File: src/rtl/grf_wport_arbiter_if.sv
// Register-file write-port bundle: pipeline writeback, side-unit request,
// decode-stage hazard query and the merged register-file write.
interface grf_wport_arbiter_if;
  logic        W_RegWrite;
  logic [4:0]  W_WRA;
  logic [31:0] W_WRD;
  logic [31:0] W_PC;
  logic        X_valid;
  logic [4:0]  X_WRA;
  logic [31:0] X_WRD;
  logic [31:0] X_PC;
  logic        X_ready;
  logic [4:0]  D_rs;
  logic [4:0]  D_rt;
  logic        pend_stall;
  logic        stall_req;
  logic        D_RegWrite;
  logic [4:0]  D_WRA;
  logic [31:0] D_WRD;
  logic [31:0] D_PCWhenWrite;

  modport master (
    output W_RegWrite, W_WRA, W_WRD, W_PC,
    output X_valid, X_WRA, X_WRD, X_PC,
    output D_rs, D_rt,
    input  X_ready, pend_stall, stall_req,
    input  D_RegWrite, D_WRA, D_WRD, D_PCWhenWrite
  );

  modport slave (
    input  W_RegWrite, W_WRA, W_WRD, W_PC,
    input  X_valid, X_WRA, X_WRD, X_PC,
    input  D_rs, D_rt,
    output X_ready, pend_stall, stall_req,
    output D_RegWrite, D_WRA, D_WRD, D_PCWhenWrite
  );
endinterface

File: src/rtl/grf_wport_arbiter.sv
// Shares the single register-file write port between the pipeline writeback
// (always wins) and a small FIFO of side-unit writebacks.
module grf_wport_arbiter #(
  parameter int unsigned DEPTH        = 2,
  parameter int unsigned STARVE_LIMIT = 8
) (
  input logic                clk,
  input logic                reset,
  grf_wport_arbiter_if.slave bus
);

  localparam int unsigned PTR_W = (DEPTH > 1) ? $clog2(DEPTH) : 1;
  localparam int unsigned CNT_W = $clog2(DEPTH + 1);
  localparam int unsigned AGE_W = (STARVE_LIMIT > 0) ? $clog2(STARVE_LIMIT + 1) : 1;
  localparam logic [CNT_W-1:0] FULL_COUNT = CNT_W'(DEPTH);
  localparam logic [AGE_W-1:0] AGE_MAX    = AGE_W'(STARVE_LIMIT);

  logic [4:0]       fifo_wra [DEPTH];
  logic [31:0]      fifo_wrd [DEPTH];
  logic [31:0]      fifo_pc  [DEPTH];
  logic [PTR_W-1:0] rd_ptr;
  logic [PTR_W-1:0] wr_ptr;
  logic [CNT_W-1:0] count;
  logic [AGE_W-1:0] age;

  logic             x_ready;
  logic             fifo_empty;
  logic             w_busy;
  logic             push;
  logic             pop;
  logic             pend_hit;

  logic             d_regwrite;
  logic [4:0]       d_wra;
  logic [31:0]      d_wrd;
  logic [31:0]      d_pc;

  // A slot is occupied when its distance from the head is below the count.
  function automatic logic slot_live(input logic [PTR_W-1:0] slot,
                                     input logic [PTR_W-1:0] head,
                                     input logic [CNT_W-1:0] n);
    logic [PTR_W-1:0] ofs;
    ofs = slot - head;
    return CNT_W'(ofs) < n;
  endfunction

  assign x_ready    = count < FULL_COUNT;
  assign fifo_empty = count == '0;
  assign w_busy     = bus.W_RegWrite && (bus.W_WRA != 5'd0);
  assign push       = bus.X_valid && x_ready && (bus.X_WRA != 5'd0);
  assign pop        = !w_busy && !fifo_empty;

  assign bus.X_ready       = x_ready;
  assign bus.stall_req     = (count == FULL_COUNT) || (age == AGE_MAX);
  assign bus.pend_stall    = pend_hit;
  assign bus.D_RegWrite    = d_regwrite;
  assign bus.D_WRA         = d_wra;
  assign bus.D_WRD         = d_wrd;
  assign bus.D_PCWhenWrite = d_pc;

  always_comb begin
    pend_hit = 1'b0;
    for (int i = 0; i < int'(DEPTH); i++) begin
      if (slot_live(PTR_W'(i), rd_ptr, count) && (fifo_wra[i] != 5'd0) &&
          ((fifo_wra[i] == bus.D_rs) || (fifo_wra[i] == bus.D_rt))) begin
        pend_hit = 1'b1;
      end
    end
  end

  // Entry storage needs no reset: the count alone decides which slots are live.
  always_ff @(posedge clk) begin
    if (push) begin
      fifo_wra[wr_ptr] <= bus.X_WRA;
      fifo_wrd[wr_ptr] <= bus.X_WRD;
      fifo_pc[wr_ptr]  <= bus.X_PC;
    end
  end

  always_ff @(posedge clk or negedge reset) begin
    if (!reset) begin
      rd_ptr <= '0;
      wr_ptr <= '0;
      count  <= '0;
      age    <= '0;
    end else begin
      if (push) begin
        wr_ptr <= wr_ptr + PTR_W'(1);
      end
      if (pop) begin
        rd_ptr <= rd_ptr + PTR_W'(1);
      end
      case ({push, pop})
        2'b10:   count <= count + CNT_W'(1);
        2'b01:   count <= count - CNT_W'(1);
        default: count <= count;
      endcase
      // Age tracks how long the current head has waited; a new head starts at 0.
      if (fifo_empty || pop) begin
        age <= '0;
      end else if (age != AGE_MAX) begin
        age <= age + AGE_W'(1);
      end
    end
  end

  always_ff @(posedge clk or negedge reset) begin
    if (!reset) begin
      d_regwrite <= 1'b0;
      d_wra      <= '0;
      d_wrd      <= '0;
      d_pc       <= '0;
    end else if (w_busy) begin
      d_regwrite <= 1'b1;
      d_wra      <= bus.W_WRA;
      d_wrd      <= bus.W_WRD;
      d_pc       <= bus.W_PC;
    end else if (pop) begin
      d_regwrite <= 1'b1;
      d_wra      <= fifo_wra[rd_ptr];
      d_wrd      <= fifo_wrd[rd_ptr];
      d_pc       <= fifo_pc[rd_ptr];
    end else begin
      d_regwrite <= 1'b0;
      d_wra      <= '0;
      d_wrd      <= '0;
      d_pc       <= '0;
    end
  end

endmodule

File: src/flat_wrapper.sv
// flat-port wrapper written by rule: the top's interface ports become plain ports
module grf_wport_arbiter_flat 
#(
  parameter int unsigned DEPTH        = 2,
  parameter int unsigned STARVE_LIMIT = 8
)
  (clk, reset, bus_W_RegWrite, bus_W_WRA, bus_W_WRD, bus_W_PC, bus_X_valid, bus_X_WRA, bus_X_WRD, bus_X_PC, bus_D_rs, bus_D_rt, bus_X_ready, bus_pend_stall, bus_stall_req, bus_D_RegWrite, bus_D_WRA, bus_D_WRD, bus_D_PCWhenWrite);
  grf_wport_arbiter_if bus_i ();
  input logic clk;
  input logic reset;
  input wire logic [$bits(bus_i.W_RegWrite)-1:0] bus_W_RegWrite;
  input wire logic [$bits(bus_i.W_WRA)-1:0] bus_W_WRA;
  input wire logic [$bits(bus_i.W_WRD)-1:0] bus_W_WRD;
  input wire logic [$bits(bus_i.W_PC)-1:0] bus_W_PC;
  input wire logic [$bits(bus_i.X_valid)-1:0] bus_X_valid;
  input wire logic [$bits(bus_i.X_WRA)-1:0] bus_X_WRA;
  input wire logic [$bits(bus_i.X_WRD)-1:0] bus_X_WRD;
  input wire logic [$bits(bus_i.X_PC)-1:0] bus_X_PC;
  input wire logic [$bits(bus_i.D_rs)-1:0] bus_D_rs;
  input wire logic [$bits(bus_i.D_rt)-1:0] bus_D_rt;
  output wire logic [$bits(bus_i.X_ready)-1:0] bus_X_ready;
  output wire logic [$bits(bus_i.pend_stall)-1:0] bus_pend_stall;
  output wire logic [$bits(bus_i.stall_req)-1:0] bus_stall_req;
  output wire logic [$bits(bus_i.D_RegWrite)-1:0] bus_D_RegWrite;
  output wire logic [$bits(bus_i.D_WRA)-1:0] bus_D_WRA;
  output wire logic [$bits(bus_i.D_WRD)-1:0] bus_D_WRD;
  output wire logic [$bits(bus_i.D_PCWhenWrite)-1:0] bus_D_PCWhenWrite;
  assign bus_i.W_RegWrite = bus_W_RegWrite;
  assign bus_i.W_WRA = bus_W_WRA;
  assign bus_i.W_WRD = bus_W_WRD;
  assign bus_i.W_PC = bus_W_PC;
  assign bus_i.X_valid = bus_X_valid;
  assign bus_i.X_WRA = bus_X_WRA;
  assign bus_i.X_WRD = bus_X_WRD;
  assign bus_i.X_PC = bus_X_PC;
  assign bus_i.D_rs = bus_D_rs;
  assign bus_i.D_rt = bus_D_rt;
  assign bus_X_ready = bus_i.X_ready;
  assign bus_pend_stall = bus_i.pend_stall;
  assign bus_stall_req = bus_i.stall_req;
  assign bus_D_RegWrite = bus_i.D_RegWrite;
  assign bus_D_WRA = bus_i.D_WRA;
  assign bus_D_WRD = bus_i.D_WRD;
  assign bus_D_PCWhenWrite = bus_i.D_PCWhenWrite;
  grf_wport_arbiter #(.DEPTH(DEPTH), .STARVE_LIMIT(STARVE_LIMIT)) u_core (.clk(clk), .reset(reset), .bus(bus_i));
endmodule
File: config.mk
export PLATFORM = sky130hd
export DESIGN_NAME = grf_wport_arbiter_flat
export DESIGN_NICKNAME = d
export VERILOG_FILES = /design/src/rtl/grf_wport_arbiter_if.sv /design/src/rtl/grf_wport_arbiter.sv /design/src/flat_wrapper.sv
export SDC_FILE = /design/constraint.sdc
export NUM_CORES = 1
export LEC_CHECK = 0
export CAP_MARGIN = 20
export CORE_MARGIN = 2
export CORE_UTILIZATION = 35
export CTS_BUF_LIST = sky130_fd_sc_hd__clkbuf_16
export CTS_CLUSTER_DIAMETER = 150
export DETAILED_ROUTE_END_ITERATION = 12
export GPL_TIMING_DRIVEN = 0
export PLACE_DENSITY = 0.73
export SYNTH_ARGS = -nofsm -noshare
export SYNTH_HDL_FRONTEND = slang
export SYNTH_SLANG_ARGS = --single-unit
File: constraint.sdc
create_clock -name clk -period 10 [get_ports clk]
set_input_delay 2 -clock clk [delete_from_list [all_inputs] [get_ports clk]]
set_output_delay 2 -clock clk [all_outputs]
set_load 0.05 [all_outputs]
==> results of run 1 <==
-- cell type report --
class                   instances  area, µm²  area share [%]
flip-flops and latches        216       6100            51.4
repair buffers                229       2340            19.7
multi-input cells             276       2120            17.9
clock buffers                  25        626            5.27
well taps                     319        399            3.36
plain buffers                  31        161            1.36
clock inverters                19        108           0.907
inverters                       5       18.8           0.158
diodes                          1       2.50          0.0211
-- logic make-up (layout without fill, tap and decap cells) --
| group | count (synthesis) | after routing | share of synthesized area [%] |
|---|---|---|---|
| fa+ha+maj | 3 | 3 | 0.448 |
| simple gates | 96 | 96 | 4.67 |
| mux | 69 | 69 | 8.24 |
| other cells | 0 | 1 | 0 |
| compound gates | 80 | 80 | 8.82 |
| xor+xnor | 28 | 28 | 2.93 |
| buf+inv | 36 | 309 | 2.15 |
| flops | 216 | 216 | 72.7 |
-- report_power, final --
group / total, µW / internal [µW] / switching (µW) / leakage (µW)
clock: 805 / 474 / 331 / 0.000382
sequential: 1220 / 1150 / 60.4 / 0.00222
combinational: 1080 / 389 / 691 / 0.00195
total: 3100 / 2020 / 1080 / 0.00455
-- Yosys cell counts, drive strengths merged --
cell,count,area [µm²]
o31ai,67,633
xnor2,6,52.6
o41ai,1,27.5
nand3b,1,7.51
o32ai,1,8.76
xor2,22,193
a21oi,2,10.0
or4,3,22.5
nand3,1,5.00
nor2,10,37.5
ha,3,37.5
buf,17,109
o21ai,4,20.0
mux2i,69,691
dfrtp,78,1950
nor2b,1,6.26
o22ai,1,6.26
a22oi,2,15.0
clkbuf,14,52.6
inv,5,18.8
o41a,1,11.3
nand2,71,267
or2,1,6.26
o211ai,1,7.51
nor3,8,40.0
edfxtp,138,4140
-- cells in the final DEF (no fill, tap or decap), types with 12 or more instances in the layout --
cell type / netlist / routed
clkdlybuf4s50_1: 0 / 223
edfxtp_1: 138 / 138
dfrtp_1: 78 / 78
nand2_1: 71 / 71
mux2i_1: 69 / 69
o31ai_1: 41 / 41
o31ai_2: 26 / 26
clkbuf_16: 0 / 25
xor2_1: 22 / 22
clkbuf_1: 14 / 14
inv_1: 5 / 13
buf_2: 12 / 12
-- stage by stage --
step                      setup WS, ns  util [%]
after detailed placement          3.86      47.4
after floorplan                   4.33         -
after global routing              3.72      50.6
after global placement            1.81      47.0
final                             3.81      50.6
after CTS                         3.84      50.6
-- registers in the layout (all words and copies together) (netlist names) --
signal and flops:
u_core.count 2, u_core.fifo_pc 64, u_core.rd_ptr 1, u_core.bus.D_WRA 5, u_core.wr_ptr 1, u_core.fifo_wrd 64, u_core.bus.D_PCWhenWrite 32, u_core.age 4
u_core.fifo_wra 10, u_core.bus.D_RegWrite 1, u_core.bus.D_WRD 32
-- per-layer routing --
metal / vias up / share of wire (%) / global-route usage [%]
met2: 178 / 50 / 28.7
met3: 47 / 6.5 / 3.40
met4: 2 / 2.4 / 5.09
met1: 2606 / 41 / 19.5
li1: 2485 / - / -
met5: - / 0.064 / 0
-- final timing paths --
| check | startpoint | endpoint | cells past startpoint |
|---|---|---|---|
| hold / removal | u_core.wr_ptr | u_core.wr_ptr | 1 |
| min in group asynchronous | reset | u_core.bus.D_PCWhenWrite[12] | 1 |
| max in group asynchronous | reset | u_core.bus.D_WRD[6] | 2 |
| hold reg to reg | u_core.wr_ptr | u_core.wr_ptr | 1 |
| setup / recovery | bus_D_rt[4] | bus_pend_stall | 6 |
| setup reg to reg | u_core.count[0] | u_core.bus.D_PCWhenWrite[12] | 4 |
==> impl_results.md, run 1 <==
- Status: complete, no violations
- Worst-margin pin slew: 0.929 ns
- CTS root buf: clkbuf_16
- Synthesized area: 8380 µm²
- First-pass GRT wire length: 31900 µm
- Detailed Route Iter0 Violations: 229
- Pin count of the biggest net entering global routing: 42
- Yosys warnings: 0
- Syn_nets: 683
- Final worst-path cycle share: 61.9%
- Cts bufs inserted: 24
- DP HPWL: 14400 µm
- Cts hold-fix bufs: 0
- Largest fanout on the critical path: 2
- Clock sink total: 216
- First-pass iteration count of the detailed router: 4
- Final ANT Viol Nets: 0
- Slowest CP cell: clkdlybuf4s50_1
- Top Ports: 225
- Hold slack: 0.559 ns
- Worst-Skew Late Latency: 0.50 ns
- Layout overhead on the synthesized area: 41.6%
- Flops & latches, synth: 216
- Count of input and output buffers: 224
- Crit path time final: 6.19 ns
- Slew margin rel.: 37.8%
- CP peak stage delay: 0.87 ns
- Crit path arrival time: 4.19 ns
- Postcts setup bufs: 0
- Routed wire per std cell: 18.2 µm
- Reg clk slew, reported paths: 0.06 ns
- Max cap viols: 0
- Crit path required time: 8.00 ns
- DIE WIDTH: 159 µm
- Gpl congestion: 0.800
- Fin cells: 1121
- Via density per instance: 4.74
- GRT Overall Usage: 16.1%
- Placed cell area: 11100 µm²
- Hold Path Class: reg -> reg
- Sequential share of the synthesized area: 72.7%
- Initial Utilization: 35.7%
- Core ar.: 23500 µm²
- Die Ht: 159 µm
- Maximum level of the CTS H-tree: 1
- Fill count: 2029
- Gr ovfl total: 0
- Initial antenna violation count: 2
- # rows: 56
- Post-Syn Instances: 528
- Netlist cell types: 29
- Number of remaining DRC errors: 0
- Die ar.: 25200 µm²
- Avg Cell Area, Syn: 15.9 µm²
- Placed cell count: 1076
- CP top delay family: buffers and inverters
- CP Buf/Inv Count: 2
- Post-cts resize count: 0
- Setup slack, reg-to-reg: 7.68 ns
- Pwr Density: 261 nW/µm²
- Startpoint types: input port
- Vias in the first global route: 5827
- Fin area: 11900 µm²
- Power, Total: 3100 µW
- Clock tree from TritonCTS: done
- Fin Clk Skew: 0.00544 ns
- Most frequent CP cell: clkdlybuf4s50_1
- Pins Over Slew Limit: 0
- WL final: 20400 µm
- Share of layout cells above drive strength 1: 10.1%
- Clk buf depth: 3
- Setup crit end kind: output port
- Max frequency: 162 MHz
- Setup tns final: 0 ns
- RSZ-0062 raised after global routing: no
- Vias post-DR: 5318
- Leakage power: 0.00455 µW
- Number of nets in the layout: 938
- Type of the worst setup path: in -> out
- Final hold vios: 0
- Worst path cell trace: clkdlybuf4s50_1 -> xor2_1 -> nor3_1 -> a22oi_1 -> o32ai_1 -> clkdlybuf4s50_1
- Final setup viols: 0
- VDD IR max: 0.136 mV
No activity file was read; power rests on OpenSTA's default activity.
==> run 2, diff against run 1 <==
==> constraint.sdc (replaced) <==
create_clock -name clk -period 5.97 [get_ports clk]
set_input_delay 1.194 -clock clk [delete_from_list [all_inputs] [get_ports clk]]
set_output_delay 1.194 -clock clk [all_outputs]
set_load 0.05 [all_outputs]
==> results of run 2 <==
Same layout as run 1 (identical final DEF). Status: complete, no violations.
Among the figures that moved: setup slack after placement 3.86 ns -> 1.45 ns; setup slack after layout 3.81 ns -> 1.39 ns; register-to-register setup slack 7.68 ns -> 3.65 ns; total power 3100 µW -> 5190 µW; worst IR drop on VDD 0.136 mV -> 0.227 mV
==> variant (settings of run 2) <==
Make the reset (`reset`) synchronous in 2 clocked blocks.
--- a/src/rtl/grf_wport_arbiter.sv
+++ b/src/rtl/grf_wport_arbiter.sv
@@ -79,3 +79,3 @@
 
-  always_ff @(posedge clk or negedge reset) begin
+  always_ff @(posedge clk) begin
     if (!reset) begin
@@ -106,3 +106,3 @@
 
-  always_ff @(posedge clk or negedge reset) begin
+  always_ff @(posedge clk) begin
     if (!reset) begin
Behaviour: differs if reset is asserted again (counterexample within 4 cycles, from zero or initial values and one cycle with reset low); with reset held inactive, the same outputs for 4 cycles.
==> variant against run 2 <==
Clock skew increased by 10 ps; global-route usage is 1.4 points lower; sequential cell count is 1 higher; area after synthesis decreased by 7.5%; final area decreased by 5.2%; power decreased by 13%; maximum frequency increased by 1.9%; largest power group unchanged; setup slack better by 86 ps; routed wire length fell by 13%; critical path depth stayed put; count of clock-buffer cells in the layout unchanged.
==> variant: results (changes against run 2) <==
\begin{tabular}{lr}
\hline
Metric & Value \\
\hline
\multicolumn{2}{l}{\textbf{Timing}} \\
\quad Worst-margin pin slew & 871 ps (-58.0 ps) \\
\quad Clk\_skew & 15.7 ps (+10.3 ps) \\
\quad Final max-slew violation count & 0 (unchanged) \\
\multicolumn{2}{l}{\textbf{Yosys}} \\
\quad Synth unique cells & 30 (+3.4\%) \\
\quad Net Count, Synth & 620 (-9.2\%) \\
\quad Dominant cells by area after synthesis & sky130\_fd\_sc\_hd\_\_edfxtp\_1 (53\%), sky130\_fd\_sc\_hd\_\_dfxtp\_1 (20\%), sky130\_fd\_sc\_hd\_\_mux2i\_1 (8.9\%) \\
\quad Sequential cell area fraction in the yosys report & 73.9\% (+1.1 points) \\
\quad Commonest cells post-synth & sky130\_fd\_sc\_hd\_\_edfxtp\_1 (138), sky130\_fd\_sc\_hd\_\_dfxtp\_1 (79), sky130\_fd\_sc\_hd\_\_mux2i\_1 (69) \\
\multicolumn{2}{l}{\textbf{Routing}} \\
\quad Number of violations reported at the end of detailed-routing iteration 0 & 135 (-41\%) \\
\quad Routed vias & 4782 (-10\%) \\
\quad Routed metal-1 wire length & 7560 µm (-9.4\%) \\
\quad WL per Instance & 17.4 µm (-4.4\%) \\
\quad Length of routed met3 wiring & 1400 µm (+5.5\%) \\
\quad Sum of met2 wire segment lengths after detailed routing & 8310 µm (-19\%) \\
\multicolumn{2}{l}{\textbf{Global route}} \\
\quad Initial antenna violation count & 4 (+2) \\
\quad Overall track demand over capacity in global routing & 14.7\% (-1.4 points) \\
\quad Pin count of the biggest net entering global routing & 31 (-26\%) \\
\quad Global-route wire length before repair & 27300 µm (-14\%) \\
\quad Vias in the first global route & 5005 (-14\%) \\
\multicolumn{2}{l}{\textbf{Cells and area}} \\
\quad Layout fillers & 1845 (-9.1\%) \\
\quad Share of final-layout standard cells stronger than drive strength 1 & 8.40\% (-1.7 points) \\
\multicolumn{2}{l}{\textbf{Run status}} \\
\quad Run status & completed \\
\multicolumn{2}{l}{\textbf{Clock tree}} \\
\quad Inserted Clock Buffers & 25 (+4.2\%) \\
\multicolumn{2}{l}{\textbf{Power and ir drop}} \\
\quad Worst vdd ir & 0.227 mV (about the same) \\
\quad Static leakage power & 3.80 nW (-16\%) \\
\multicolumn{2}{l}{\textbf{Die}} \\
\quad Die X-Extent & 153 µm (-3.7\%) \\
\hline
\end{tabular}
variant: changes by cell type after synthesis, sizes merged, moves of 6 or more:
cell,change
o31ai,-67
dfrtp,-78
nor2,+6
o2bb2ai,+68
dfxtp,+79
buf,-6
nand2,-68
variant: cell families (layout without fill, tap and decap cells):
kind of cell | after synthesis | count (layout) | share of synthesized area (%)
and+or+nand+nor | 36 | 36 | 2.26
buffers and inverters | 30 | 303 | 1.78
AOI/OAI and AO/OA | 84 | 84 | 9.73
DFF | 217 | 217 | 73.9
xor gates and xnor gates | 25 | 25 | 2.82
muxes | 70 | 70 | 9.06
adders and majority gates | 3 | 3 | 0.484
other | 0 | 2 | 0
variant: through the flow:
step                setup slack [ps]  total power, W  util (%)  instance area, µm²  instances
global placement               -1450         0.00309      47.5               10300        969
global route                    1350         0.00475      51.7               11300       1019
detailed placement              1490         0.00311      48.0               10400        973
floorplan                       1110         0.00267         -                7750        465
CTS                             1470         0.00461      51.7               11300       1018
finish                          1480         0.00454      51.7               11300       1020
variant: layout make-up:
type                    instances  area share [%]
diodes                          2          0.0445
plain buffers                  25            1.06
clock buffers                  25            5.56
clock inverters                20            1.59
inverters                       5           0.167
multi-input cells             218            16.9
flip-flops and latches        217            50.9
well taps                     280            3.11
repair buffers                228            20.7
variant: final timing paths:
kind,cells past startpoint,start,to,slack [ps]
hold / removal,2,u_core.age[1]$_SDFFE_PP0N_,u_core.age[1]$_SDFFE_PP0N_,500
hold reg to reg,2,u_core.age[1]$_SDFFE_PP0N_,u_core.age[1]$_SDFFE_PP0N_,500
setup reg to reg,5,flip-flop,u_core.bus.D_WRD[21]$_SDFF_PN0_,3730
setup / recovery,6,bus_D_rt[4],bus_pend_stall,1480
variant: routing by layer:
metal	vias to the layer above	global-route usage, %
met5	-	0
met4	4	4.72
met3	45	4.91
met2	167	24.3
met1	2262	18.3
li1	2304	-
variant: tightest hold or removal path, stage by stage (launching register included):
cell                      delay (ps)
sky130_fd_sc_hd__dfxtp_1         340
sky130_fd_sc_hd__nand2_1          60
sky130_fd_sc_hd__a21oi_1          50
variant: power groups by stage:
stage               Clock [W]  Combinational (W)  Sequential (W)
floorplan                   0           0.000443         0.00223
global placement            0            0.00108         0.00200
detailed placement          0            0.00113         0.00198
CTS                   0.00152            0.00114         0.00195
global route          0.00158            0.00120         0.00197
finish                0.00148            0.00112         0.00195
